`config.mk`:
```
export PLATFORM = sky130hd
export DESIGN_NAME = ebr_port_arbiter
export DESIGN_NICKNAME = d
export VERILOG_FILES = /design/src/rtl/ebr_arb_pkg.sv /design/src/rtl/ebr_rr_arb2.sv /design/src/rtl/ebr_port_arbiter.sv
export SDC_FILE = /design/constraint.sdc
export NUM_CORES = 1
export LEC_CHECK = 0
export BUFFER_PORTS_ARGS = -buffer_cell sky130_fd_sc_hd__buf_2
export CAP_MARGIN = 20
export CORE_MARGIN = 3
export CORE_UTILIZATION = 49
export DETAILED_ROUTE_END_ITERATION = 12
export HOLD_SLACK_MARGIN = 0.15
export PLACE_DENSITY_LB_ADDON = 0.1
export SLEW_MARGIN = 20
export SYNTH_ARGS = -nofsm -noshare
export SYNTH_HDL_FRONTEND = slang
export SYNTH_HIERARCHICAL = 1
export SYNTH_SLANG_ARGS = --single-unit
```
`constraint.sdc`:
```
create_clock -name CLK -period 2.9 [get_ports CLK]
set_input_delay 0.145 -clock CLK [delete_from_list [all_inputs] [get_ports CLK]]
set_output_delay 0.145 -clock CLK [all_outputs]
set_load 0.01 [all_outputs]
```
`src/rtl/ebr_arb_pkg.sv`:
```
// rtl/ebr_arb_pkg.sv - shared types and constants for the EBR port arbiter
package ebr_arb_pkg;

  typedef enum logic {
    SERVE = 1'b0,
    CLEAR = 1'b1
  } arb_state_e;

  localparam logic ID_A = 1'b0;
  localparam logic ID_B = 1'b1;

  // Acceptance edge to RVALID: command reg, EBR array reg, RDATA reg, plus EBR output reg.
  localparam int RD_LAT_BASE = 3;

  function automatic int rd_latency(input int outreg);
    return RD_LAT_BASE + outreg;
  endfunction

endpackage

```
`src/rtl/ebr_rr_arb2.sv`:
```
// rtl/ebr_rr_arb2.sv - two-way round-robin grant with last-granted pointer
module ebr_rr_arb2 (
  input  logic clk_i,
  input  logic rst_i,
  input  logic en_i,
  input  logic req_a_i,
  input  logic req_b_i,
  output logic gnt_a_o,
  output logic gnt_b_o
);

  logic last_b_q, last_b_d;

  // Grants only ever rise with their request, so a grant is an accepted command.
  always_comb begin
    gnt_a_o  = en_i & req_a_i & (~req_b_i | last_b_q);
    gnt_b_o  = en_i & req_b_i & (~req_a_i | ~last_b_q);
    last_b_d = last_b_q;
    if (gnt_a_o) last_b_d = 1'b0;
    if (gnt_b_o) last_b_d = 1'b1;
  end

  always_ff @(posedge clk_i or posedge rst_i) begin
    if (rst_i) last_b_q <= 1'b1;
    else       last_b_q <= last_b_d;
  end

endmodule

```
`src/rtl/ebr_port_arbiter.sv`:
```
// rtl/ebr_port_arbiter.sv - two-requester front end for a single-port EBR with zero-fill
module ebr_port_arbiter
  import ebr_arb_pkg::*;
#(
  parameter int ADDR_W         = 13,
  parameter int DATA_W         = 9,
  parameter int OUTREG         = 0,
  parameter int CLEAR_ON_RESET = 0
) (
  input  logic              CLK,
  input  logic              RST,
  input  logic              CLR,
  output logic              BUSY,
  input  logic              REQ_A,
  input  logic              REQ_B,
  input  logic              WE_A,
  input  logic              WE_B,
  input  logic [ADDR_W-1:0] ADDR_A,
  input  logic [ADDR_W-1:0] ADDR_B,
  input  logic [DATA_W-1:0] WDATA_A,
  input  logic [DATA_W-1:0] WDATA_B,
  output logic              GNT_A,
  output logic              GNT_B,
  output logic              RVALID_A,
  output logic              RVALID_B,
  output logic [DATA_W-1:0] RDATA_A,
  output logic [DATA_W-1:0] RDATA_B,
  output logic              RAM_CE,
  output logic              RAM_OCE,
  output logic              RAM_WE,
  output logic [ADDR_W-1:0] RAM_AD,
  output logic [DATA_W-1:0] RAM_DI,
  input  logic [DATA_W-1:0] RAM_DO
);

  localparam int RD_LAT = rd_latency(OUTREG);
  localparam int N_STG  = RD_LAT - 1;

  arb_state_e        state_q, state_d;
  logic [ADDR_W-1:0] clr_cnt_q, clr_cnt_d;
  logic              init_q;

  logic              ce_q, ce_d, we_q, we_d;
  logic [ADDR_W-1:0] ad_q, ad_d;
  logic [DATA_W-1:0] di_q, di_d;

  logic [N_STG-1:0]  rd_v_q, rd_id_q;
  logic              rvalid_a_q, rvalid_b_q;
  logic [DATA_W-1:0] rdata_a_q, rdata_b_q;

  logic              arb_en, gnt_a, gnt_b, acc_a, acc_b, acc, rd_acc;
  logic              we_sel;
  logic [ADDR_W-1:0] ad_sel;
  logic [DATA_W-1:0] di_sel;

  // A pending power-up clear also holds grants off so nothing slips in ahead of it.
  assign arb_en = ~RST & (state_q == SERVE) & ~init_q;

  ebr_rr_arb2 u_rr (
    .clk_i   (CLK),
    .rst_i   (RST),
    .en_i    (arb_en),
    .req_a_i (REQ_A),
    .req_b_i (REQ_B),
    .gnt_a_o (gnt_a),
    .gnt_b_o (gnt_b)
  );

  assign acc_a  = REQ_A & gnt_a;
  assign acc_b  = REQ_B & gnt_b;
  assign acc    = acc_a | acc_b;
  assign we_sel = acc_b ? WE_B    : WE_A;
  assign ad_sel = acc_b ? ADDR_B  : ADDR_A;
  assign di_sel = acc_b ? WDATA_B : WDATA_A;
  assign rd_acc = acc & ~we_sel;

  always_comb begin
    state_d   = state_q;
    clr_cnt_d = clr_cnt_q;
    ce_d      = 1'b0;
    we_d      = 1'b0;
    ad_d      = ad_q;
    di_d      = di_q;
    unique case (state_q)
      SERVE: begin
        if (acc) begin
          ce_d = 1'b1;
          we_d = we_sel;
          ad_d = ad_sel;
          di_d = di_sel;
        end
        if (CLR || init_q) begin
          state_d   = CLEAR;
          clr_cnt_d = '0;
        end
      end
      CLEAR: begin
        ce_d      = 1'b1;
        we_d      = 1'b1;
        ad_d      = clr_cnt_q;
        di_d      = '0;
        clr_cnt_d = clr_cnt_q + 1'b1;
        if (clr_cnt_q == {ADDR_W{1'b1}}) state_d = SERVE;
      end
      default: state_d = SERVE;
    endcase
  end

  always_ff @(posedge CLK or posedge RST) begin
    if (RST) begin
      state_q   <= SERVE;
      clr_cnt_q <= '0;
      init_q    <= (CLEAR_ON_RESET != 0);
      ce_q      <= 1'b0;
      we_q      <= 1'b0;
      ad_q      <= '0;
      di_q      <= '0;
    end else begin
      state_q   <= state_d;
      clr_cnt_q <= clr_cnt_d;
      init_q    <= 1'b0;
      ce_q      <= ce_d;
      we_q      <= we_d;
      ad_q      <= ad_d;
      di_q      <= di_d;
    end
  end

  // Stage 0 lines up with the command register; the last stage lines up with RAM_DO.
  always_ff @(posedge CLK or posedge RST) begin
    if (RST) begin
      rd_v_q     <= '0;
      rd_id_q    <= '0;
      rvalid_a_q <= 1'b0;
      rvalid_b_q <= 1'b0;
      rdata_a_q  <= '0;
      rdata_b_q  <= '0;
    end else begin
      rd_v_q     <= {rd_v_q[N_STG-2:0], rd_acc};
      rd_id_q    <= {rd_id_q[N_STG-2:0], (acc_b ? ID_B : ID_A)};
      rvalid_a_q <= rd_v_q[N_STG-1] & (rd_id_q[N_STG-1] == ID_A);
      rvalid_b_q <= rd_v_q[N_STG-1] & (rd_id_q[N_STG-1] == ID_B);
      if (rd_v_q[N_STG-1] && rd_id_q[N_STG-1] == ID_A) rdata_a_q <= RAM_DO;
      if (rd_v_q[N_STG-1] && rd_id_q[N_STG-1] == ID_B) rdata_b_q <= RAM_DO;
    end
  end

  assign GNT_A    = gnt_a;
  assign GNT_B    = gnt_b;
  assign BUSY     = (state_q == CLEAR);
  assign RVALID_A = rvalid_a_q;
  assign RVALID_B = rvalid_b_q;
  assign RDATA_A  = rdata_a_q;
  assign RDATA_B  = rdata_b_q;
  assign RAM_CE   = ce_q;
  assign RAM_WE   = we_q;
  assign RAM_AD   = ad_q;
  assign RAM_DI   = di_q;
  assign RAM_OCE  = ~RST;

endmodule

```
Yosys cells after proc, flatten, opt, wreduce, memory -nomap -nowiden
Index checks and enable logic that the tools add are counted.
{"block": "totals", "reg_bits": 63, "inputBits": 60, "output_inout_bits": 48, "elab_cells": 59}
{"block": "op_classes", "addsub": 1, "eq_ne": 3, "mux": 19, "bitwise_logic": 20, "n_reduce_logical": 3}
{"cell": "$pmux 13 s2", "n": 2}
{"cell": "$mux 13", "n": 3}
{"cell": "$mux 9", "n": 2}
{"cell": "$pmux 9 s2", "n": 1}
{"cell": "$add 13x1->13 const B", "n": 1}
{"cell": "$eq 13x13->1 const B", "n": 1}
{"cell": "$and 1x1->1", "n": 10}
{"cell": "$mux 1", "n": 8}
{"cell": "$not 1->1", "n": 7}
{"cell": "$pmux 1 s2", "n": 3}
{"cell": "$ne 2x2->1 const B", "n": 2}
{"cell": "$or 1x1->1", "n": 3}
{"cell": "$logic_and 1x1->1", "n": 2}
{"cell": "$reduce_bool 2->1", "n": 1}

Depth between registers and ports, before layout
Gate-level depths: netlist of the first run.
{"block": "logic_depth", "word_depth": 8, "ltp_mapped": 10, "depth_no_buf": 7}

By module
The synthesis of the first run kept the hierarchy.
{"module": "ebr_port_arbiter", "n_inst": 1, "cells_per_inst": 237, "area_per_inst_um2": 2750.1, "seq_area_each_um2": 1551.5}
{"module": "ebr_rr_arb2", "n_inst": 1, "cells_per_inst": 9, "area_per_inst_um2": 66.3, "seq_area_each_um2": 26.3}

Worst setup path before layout of the first run
OpenSTA, ideal clock, no wires.
{"block": "synth_timing", "path_type": "reg-to-reg", "from": "reg state_q (netlist: BUSY)", "to": "reg ad_q[3] (netlist: RAM_AD[3])", "setup_ns": 0.083, "t_arrival_ns": 2.272, "required_ns": 2.817, "setup_slack_ns": 0.546, "stages_incl_launch_ff": 11, "path_buffers": 4, "period_less_slack_ns": 2.354, "path_cell_list": "dfrtp_1 -> buf_2 -> buf_2 -> buf_2 -> nor2_1 -> nand2_1 -> a21oi_1 -> nand2_2 -> a21o_1 -> clkbuf_1 -> o21ai_0"}
{"block": "synth_via", "elab_chain_len": 8, "elab_cells_between_ends": 13, "cone_classes": "eq/ne: 1; mux: 3; bitwise: 9"}
{"element": "start, declared", "line": "ebr_port_arbiter.sv:39", "source": "arb_state_e state_q, state_d;"}
{"element": "start signal, assigned", "line": "ebr_port_arbiter.sv:119", "source": "state_q <= state_d;"}
{"element": "$not 1->1 (*)"}
{"element": "$and 1x1->1 (*)", "line": "ebr_port_arbiter.sv:57", "source": "assign arb_en = ~RST & (state_q == SERVE) & ~init_q;"}
{"element": "named net arb_en", "line": "ebr_port_arbiter.sv:51", "source": "logic arb_en, gnt_a, gnt_b, acc_a, acc_b, acc, rd_acc;"}
{"element": "$and 1x1->1 (*) (2 in a row)", "line": "ebr_rr_arb2.sv:17", "source": "gnt_b_o = en_i & req_b_i & (~req_a_i | ~last_b_q);"}
{"element": "named net GNT_B", "line": "ebr_port_arbiter.sv:23", "source": "output logic GNT_B,"}
{"element": "$and 1x1->1 (*)", "line": "ebr_port_arbiter.sv:70", "source": "assign acc_b = REQ_B & gnt_b;"}
{"element": "$mux 13", "line": "ebr_port_arbiter.sv:73", "source": "assign ad_sel = acc_b ? ADDR_B : ADDR_A;"}
{"element": "$mux 13", "line": "ebr_port_arbiter.sv:86", "source": "if (acc) begin"}
{"element": "$pmux 13 s2", "line": "ebr_port_arbiter.sv:84", "source": "unique case (state_q)"}
{"element": "end signal, assigned", "line": "ebr_port_arbiter.sv:116", "source": "ad_q <= '0;"}
{"element": "end signal, assigned", "line": "ebr_port_arbiter.sv:124", "source": "ad_q <= ad_d;"}
{"element": "end, declared", "line": "ebr_port_arbiter.sv:44", "source": "logic [ADDR_W-1:0] ad_q, ad_d;"}
Mark *: on every way through the listed nets, which the timed path passes. The rest lies on a longest branch. The select of a mux whose other input is x is not followed.
A chain may end at the register's enable or synchronous reset.

Worst setup path in the final report of the first run
{"block": "layout_timing", "from": "in RST", "to": "reg ad_q[8] (netlist: RAM_AD[8])"}
{"block": "layout_via", "elab_chain_len": 8, "elab_cells_between_ends": 13, "cone_classes": "eq/ne: 1; mux: 3; bitwise: 9"}
{"element": "start, declared", "line": "ebr_port_arbiter.sv:11", "source": "input logic RST,"}
{"element": "$not 1->1 (*)", "line": "ebr_port_arbiter.sv:57"}
{"element": "$and 1x1->1 (*)", "line": "ebr_port_arbiter.sv:57"}
{"element": "named net arb_en", "line": "ebr_port_arbiter.sv:51"}
{"element": "$and 1x1->1 (2 in a row)", "line": "ebr_rr_arb2.sv:17"}
{"element": "$and 1x1->1", "line": "ebr_port_arbiter.sv:70"}
{"element": "$mux 13", "line": "ebr_port_arbiter.sv:73"}
{"element": "$mux 13", "line": "ebr_port_arbiter.sv:86"}
{"element": "$pmux 13 s2", "line": "ebr_port_arbiter.sv:84"}
Marked as above.

==> results of run 1 <==
cells in the mapped netlist, types with 3 or more instances:
cell type	number
a21oi_1	4
a22oi_1	11
a31oi_1	4
and3_1	3
buf_2	9
dfrtp_1	62
inv_1	8
mux2_2	18
mux2i_1	24
nand2_1	27
nand2b_1	4
nand3_1	5
nand4_1	3
nor2_1	4
nor4_1	3
o21ai_0	19
o21ai_1	9
layout by cell type, fill, tap and decap left out, types with 2 or more instances in the layout:
| cell type | instances |
|---|---|
| o211ai_1 | 2 |
| clkinvlp_4 | 2 |
| nand2_1 | 27 |
| buf_4 | 4 |
| mux2i_1 | 24 |
| a21o_1 | 2 |
| nand4_1 | 3 |
| a22oi_1 | 11 |
| nor2b_1 | 2 |
| nand3_1 | 5 |
| buf_2 | 107 |
| a21oi_1 | 3 |
| bufinv_16 | 3 |
| a21oi_2 | 2 |
| mux2_2 | 18 |
| nor2_1 | 4 |
| clkbuf_8 | 10 |
| o21ai_1 | 9 |
| dfrtp_1 | 62 |
| dlygate4sd3_1 | 57 |
| nor4_1 | 3 |
| o22ai_1 | 2 |
| inv_1 | 7 |
| nand2b_1 | 4 |
| a31oi_1 | 4 |
| o21ai_0 | 19 |
| and3_1 | 3 |
registers in the layout, summed over array words and instances, names as in the netlist:
signal,count
RVALID_B,1
BUSY,1
RAM_DI,9
RAM_WE,1
RDATA_A,9
rd_id_q,2
RAM_AD,13
RDATA_B,9
u_rr/last_b_q,1
RVALID_A,1
clr_cnt_q,13
RAM_CE,1
rd_v_q,2
critical path, delay by kind of cell:
family | cells | cell delay (ns)
buf+inv | 4 | 1.55
mux | 1 | 0.21
compound gates | 2 | 0.32
simple gates | 3 | 0.52
metrics by stage:
stage	utilization [%]	cell area, sq um	instances
finish	79.4	4240	489
CTS	79.4	4230	489
floorplan	-	2820	246
global placement	64.0	3420	416
detailed placement	64.0	3420	416
global route	79.4	4240	489
cell type report:
class | instances | area [sq um] | area share, %
well taps | 70 | 87.6 | 2.07
multi-input cells | 164 | 1160 | 27.4
clock buffers | 11 | 141 | 3.34
clock inverters | 5 | 105 | 2.48
flip-flops and latches | 63 | 1580 | 37.2
inverters | 8 | 30.0 | 0.709
repair buffers | 168 | 1140 | 26.8
per-layer routing:
metal / track usage (%) / vias to the layer above / routed length [microns]
met3: 6.58 / 16 / 610
met1: 31.5 / 1290 / 3340
met5: 0 / - / 0
met2: 45.4 / 109 / 4170
li1: - / 1240 / -
met4: 11.1 / 0 / 142
power groups by stage:
stage / Combinational [uW] / Clock (uW) / Sequential, uW
floorplan: 233 / 0 / 1200
global placement: 438 / 0 / 1190
detailed placement: 451 / 0 / 1200
CTS: 511 / 948 / 1190
global route: 594 / 995 / 1220
finish: 533 / 940 / 1200
final timing paths:
kind | start | endpoint | slack, ns | cells past startpoint
worst max-delay path | RST | RAM_AD[8] | 0.33 | 10
worst min-delay path | ADDR_A[6] | RAM_AD[6] | 0.19 | 3
worst max register to register | BUSY | RAM_AD[8] | 0.41 | 8
worst min register to register | rd_id_q[0] | rd_id_q[1] | 0.35 | 0
max in group asynchronous | RST | clr_cnt_q[12] | 1.53 | 4
min in group asynchronous | RST | u_rr/last_b_q | 0.36 | 3
timing repair:
action / 4_1_cts / 5_1_grt
endpoints found under the setup margin: 0 / 1
buffers inserted: 0 / 0
hold endpoints to repair: 78 / 0
resized for setup: 0 / 1
hold buffers: 57 / 0
cell families after synthesis:
kind of cell / after synthesis / synth area share [%]
simple gates: 61 / 11.5
compound gates: 59 / 13.1
xor+xnor: 1 / 0.311
mux: 42 / 15.7
flops: 63 / 56.0
buf+inv: 19 / 2.93
fa+ha+maj: 1 / 0.444
==> impl_metrics.ini, run 1 <==
[critical_path]
slowest_stage = dlygate4sd3_1
cp-end-kind = flip-flop
path_class = in2reg
max_stage_delay_ns = 0.58
arrival_ns = 2.75
path_cells = dlygate4sd3_1, buf_2, nor2_1, nand2_1, a21oi_2, nand2_2, buf_4, mux2i_1, dlygate4sd3_1, o21ai_0
crit_fanout = 15
cp-start-kind = primary input
worstPathRequired_ns = 3.08
critPathMostFrequentCell = dlygate4sd3_1

[timing]
setup_violations = 0
final_max_slew_viol_count = 0
worst_clock_skew_ns = 0.0132
tightestPinTransition_ns = 0.897
max-slew-margin-rel_pct = 40.0
rsz0062_at_grt = no
finalHoldViolations = 0
worst_slack_ns = 0.331
fin_crit_sh_pct = 88.6
hold_slack_ns = 0.189
period_needed_ns = 2.57
fmax_mhz = 389
finalSetupTns_ns = 0

[clock_network]
cts.path.max_buffers = 2
cts_tree = yes
root_buffer = clkbuf_8
htree_levels = 3
cts.clk_slew.worst_paths_ns = 0.08
clk_latency_ns = 0.34
clock-sinks = 63
cts_buffers = 9

[drt]
dr.first_iter.drc_count = 207
first_pass_iters = 4
ant_nets = 0
drc = 0
num_vias = 2655
routed_wirelength_microns = 8260
vias_per_cell = 5.43
post_drt_wl_per_cell_microns = 16.9

[synth]
async_reset_ff_share_pct = 100
ys_warn_count = 6
ys_ff_latch = 63
syn_area_sq_mm = 0.00282
postSynthAreaPerCell_sq_um = 11.4
syn_inst = 246
yosysSeqAreaShare_pct = 56.0
synth.distinct_cells = 41
yosysTopAreaCellShare_pct = 55.1
ys.flop_type = dfrtp_1
yosys-top-cells-area = dfrtp_1, mux2i_1, mux2_2, nand2_1, o21ai_0
synth-edff-count = 0
yosysTopAreaCell = dfrtp_1
syn_nets = 307

[place]
hpwl_microns = 4680
port_buffers = 107
place.gp.congestion = 0.761
pre_cts_ws_ns = 0.818

[floorplan]
rows = 26
start_util_pct = 52.8
die_w_microns = 81.8
fp.dieArea_sq_mm = 0.00669
core-area_sq_mm = 0.00534
chipHeight_microns = 81.8
ios = 108

[global_routing]
grt_pass1_vias = 2675
antenna_found_initial = 0
grt_overflow_total = 0
grt.total_usage_pct = 26.4
grt_pass1_wl_microns = 13200
grt_start_max_net_pins = 37

[power_and_ir_drop]
pwr-share-seq_pct = 44.9
combPwrFrac_pct = 19.9
pwr-share-clk_pct = 35.2
p_int_uw = 1880
finalPower_uw = 2670
vdd_drop_max_v = 0.000589
switchingPower_uw = 794
switching_share_pct = 29.7
power_density_mw_per_mm2 = 631
leakage_uw = 0.00219

[hold_path]
hp-class = in2reg

[cells_and_area]
antenna-diode-count = 0
fin_nets = 475
layout-drive-gt1-share_pct = 36.5
n_fill_cell = 337
syn_to_final_growth_pct = 50.5

[run_status]
status = finished clean

[job]
maxCapViolCount = 0
Power figures use the tool's default switching activity.
==> inputs of run 2 (changes only) <==
--- a/config.mk
+++ b/config.mk
@@ -7,8 +7,10 @@
 export LEC_CHECK = 0
 export BUFFER_PORTS_ARGS = -buffer_cell sky130_fd_sc_hd__buf_2
 export CAP_MARGIN = 20
+export CELL_PAD_IN_SITES_DETAIL_PLACEMENT = 0
+export CELL_PAD_IN_SITES_GLOBAL_PLACEMENT = 1
 export CORE_MARGIN = 3
-export CORE_UTILIZATION = 49
+export CORE_UTILIZATION = 25
 export DETAILED_ROUTE_END_ITERATION = 12
 export HOLD_SLACK_MARGIN = 0.15
 export PLACE_DENSITY_LB_ADDON = 0.1
==> impl_metrics.ini, run 2 (same netlist as run 1, synthesis figures left out) <==
[clock_network]
cts.clk_slew.worst_paths_ns = 0.06
clk_latency_ns = 0.32
cts_buffers = 9
htree_levels = 3
cts.path.max_buffers = 2
root_buffer = clkbuf_16
cts_tree = yes
cts_resized = 0
clock-sinks = 63

[power_and_ir_drop]
vdd_drop_max_v = 0.000237
switchingPower_uw = 824
p_int_uw = 2140
combPwrFrac_pct = 16.8
pwr-share-seq_pct = 40.1
switching_share_pct = 27.8
power_density_mw_per_mm2 = 671
leakage_uw = 0.00223
pwr-share-clk_pct = 43.1

[global_routing]
antenna_found_initial = 0
grt_pass1_wl_microns = 13100
grt_pass1_vias = 2687
grt_overflow_total = 0
grt_start_max_net_pins = 52
grt.total_usage_pct = 12.8

[floorplan]
ios = 108
chipHeight_microns = 112
start_util_pct = 25.8
fp.dieArea_sq_mm = 0.0126
core-area_sq_mm = 0.0109
die_w_microns = 112
rows = 38

[hold_path]
hold_path_end = RAM_WE
min_from = REQ_A
hp-class = in2reg
holdPathStages = 3

[timing]
setup_violations = 0
period_needed_ns = 2.46
tightestPinTransition_ns = 0.867
worst_clock_skew_ns = 0.00597
finalHoldViolations = 0
final_max_slew_viol_count = 0
fmax_mhz = 406
fin_crit_sh_pct = 84.9
hold_slack_ns = 0.174
rsz0062_at_grt = no
max-slew-margin-rel_pct = 42.1
finalSetupTns_ns = 0

[drt]
drc = 0
routed_wirelength_microns = 7610
num_vias = 2498
vias_per_cell = 4.48
post_drt_wl_per_cell_microns = 13.6
first_pass_iters = 4
dr.first_iter.drc_count = 143
ant_nets = 0

[cells_and_area]
antenna-diode-count = 0
fin_nets = 474
seq_area_sq_mm = 0.00158
n_fill_cell = 1098
final_common_cell = buf_2
syn_to_final_growth_pct = 56.8
multiInputGateArea_sq_mm = 0.00116
layout-drive-gt1-share_pct = 36.6
final_cell_mix = buf_2, dfrtp_1, dlygate4sd3_1

[place]
port_buffers = 107
hpwl_microns = 5210
place.gp.congestion = 0.752

[critical_path]
crit_fanout = 24
r2r_end = RAM_DI[6]
cp-start-kind = primary input
reg2reg_setup_slack_ns = 0.54
worstPathRequired_ns = 3.08
cp-end-kind = flip-flop
arrival_ns = 2.64
path_class = in2reg
timing.rr.start = BUSY
r2r_cells = 8

[run_status]
status = finished clean

[job]
maxCapViolCount = 0
## run 2: cell types whose count changed in the layout (fill, tap and decap cells not counted), sizes merged
| cell | change |
|---|---|
| clkbuf | -2 |
| dlygate4sd3 | -1 |
| inv | +4 |
| clkinvlp | -2 |
## run 2: metrics by stage
stage | std cells | area (sq um) | total power, uW | utilization, % | setup slack, ns
after detailed placement | 486 | 3500 | 1650 | 32.0 | 0.708
after floorplan | 246 | 2820 | 1430 | - | 0.546
after CTS | 558 | 4420 | 3010 | 40.4 | 0.434
after global routing | 558 | 4420 | 3150 | 40.4 | 0.205
final | 558 | 4420 | 2960 | 40.4 | 0.438
after global placement | 486 | 3500 | 1650 | 32.0 | 0.756
## run 2: metal layers
layer	part of all wire (%)	track usage, %	vias to the layer above
met5	0	0	-
met4	2.1	5.61	0
met2	46	20.1	87
met3	6.8	3.50	14
met1	45	16.7	1159
li1	-	-	1238
## run 2: worst max-delay path by stage
stage / startpoint / endpoint / depth (start not counted)
floorplan: BUSY / RAM_AD[3] / 10
global placement: BUSY / RAM_AD[6] / 7
detailed placement: BUSY / RAM_AD[6] / 7
CTS: RST / RAM_DI[5] / 10
global route: RST / RAM_DI[2] / 10
finish: RST / RAM_DI[6] / 10
## run 2: final cells by class
cell class	count	area share [%]
multi-input combinational	164	26.2
clock buffer	9	5.10
sequential	63	35.7
inverter	8	0.680
timing repair buffer	167	25.5
tap	140	3.97
clock inverter	7	2.83
## run 2: worst max-delay path: stages
cell	delay, ns
dlygate4sd3_1	0.53
buf_2	0.14
nor2_1	0.15
nand2_1	0.11
a21oi_1	0.34
nand2_2	0.12
buf_4	0.27
mux2i_1	0.19
dlygate4sd3_1	0.56
o21ai_0	0.07
## run 2: power groups by stage
stage	Sequential, uW	Clock [uW]	Combinational, uW
floorplan	1200	0	233
global placement	1210	0	447
detailed placement	1200	0	450
CTS	1190	1310	508
global route	1220	1360	577
finish	1190	1280	497
## run 2: what timing repair did
item	CTS	global route
hold buffers	56	0
buffers inserted	0	0
hold endpoints to repair	56	0
endpoints found under the setup margin	0	0
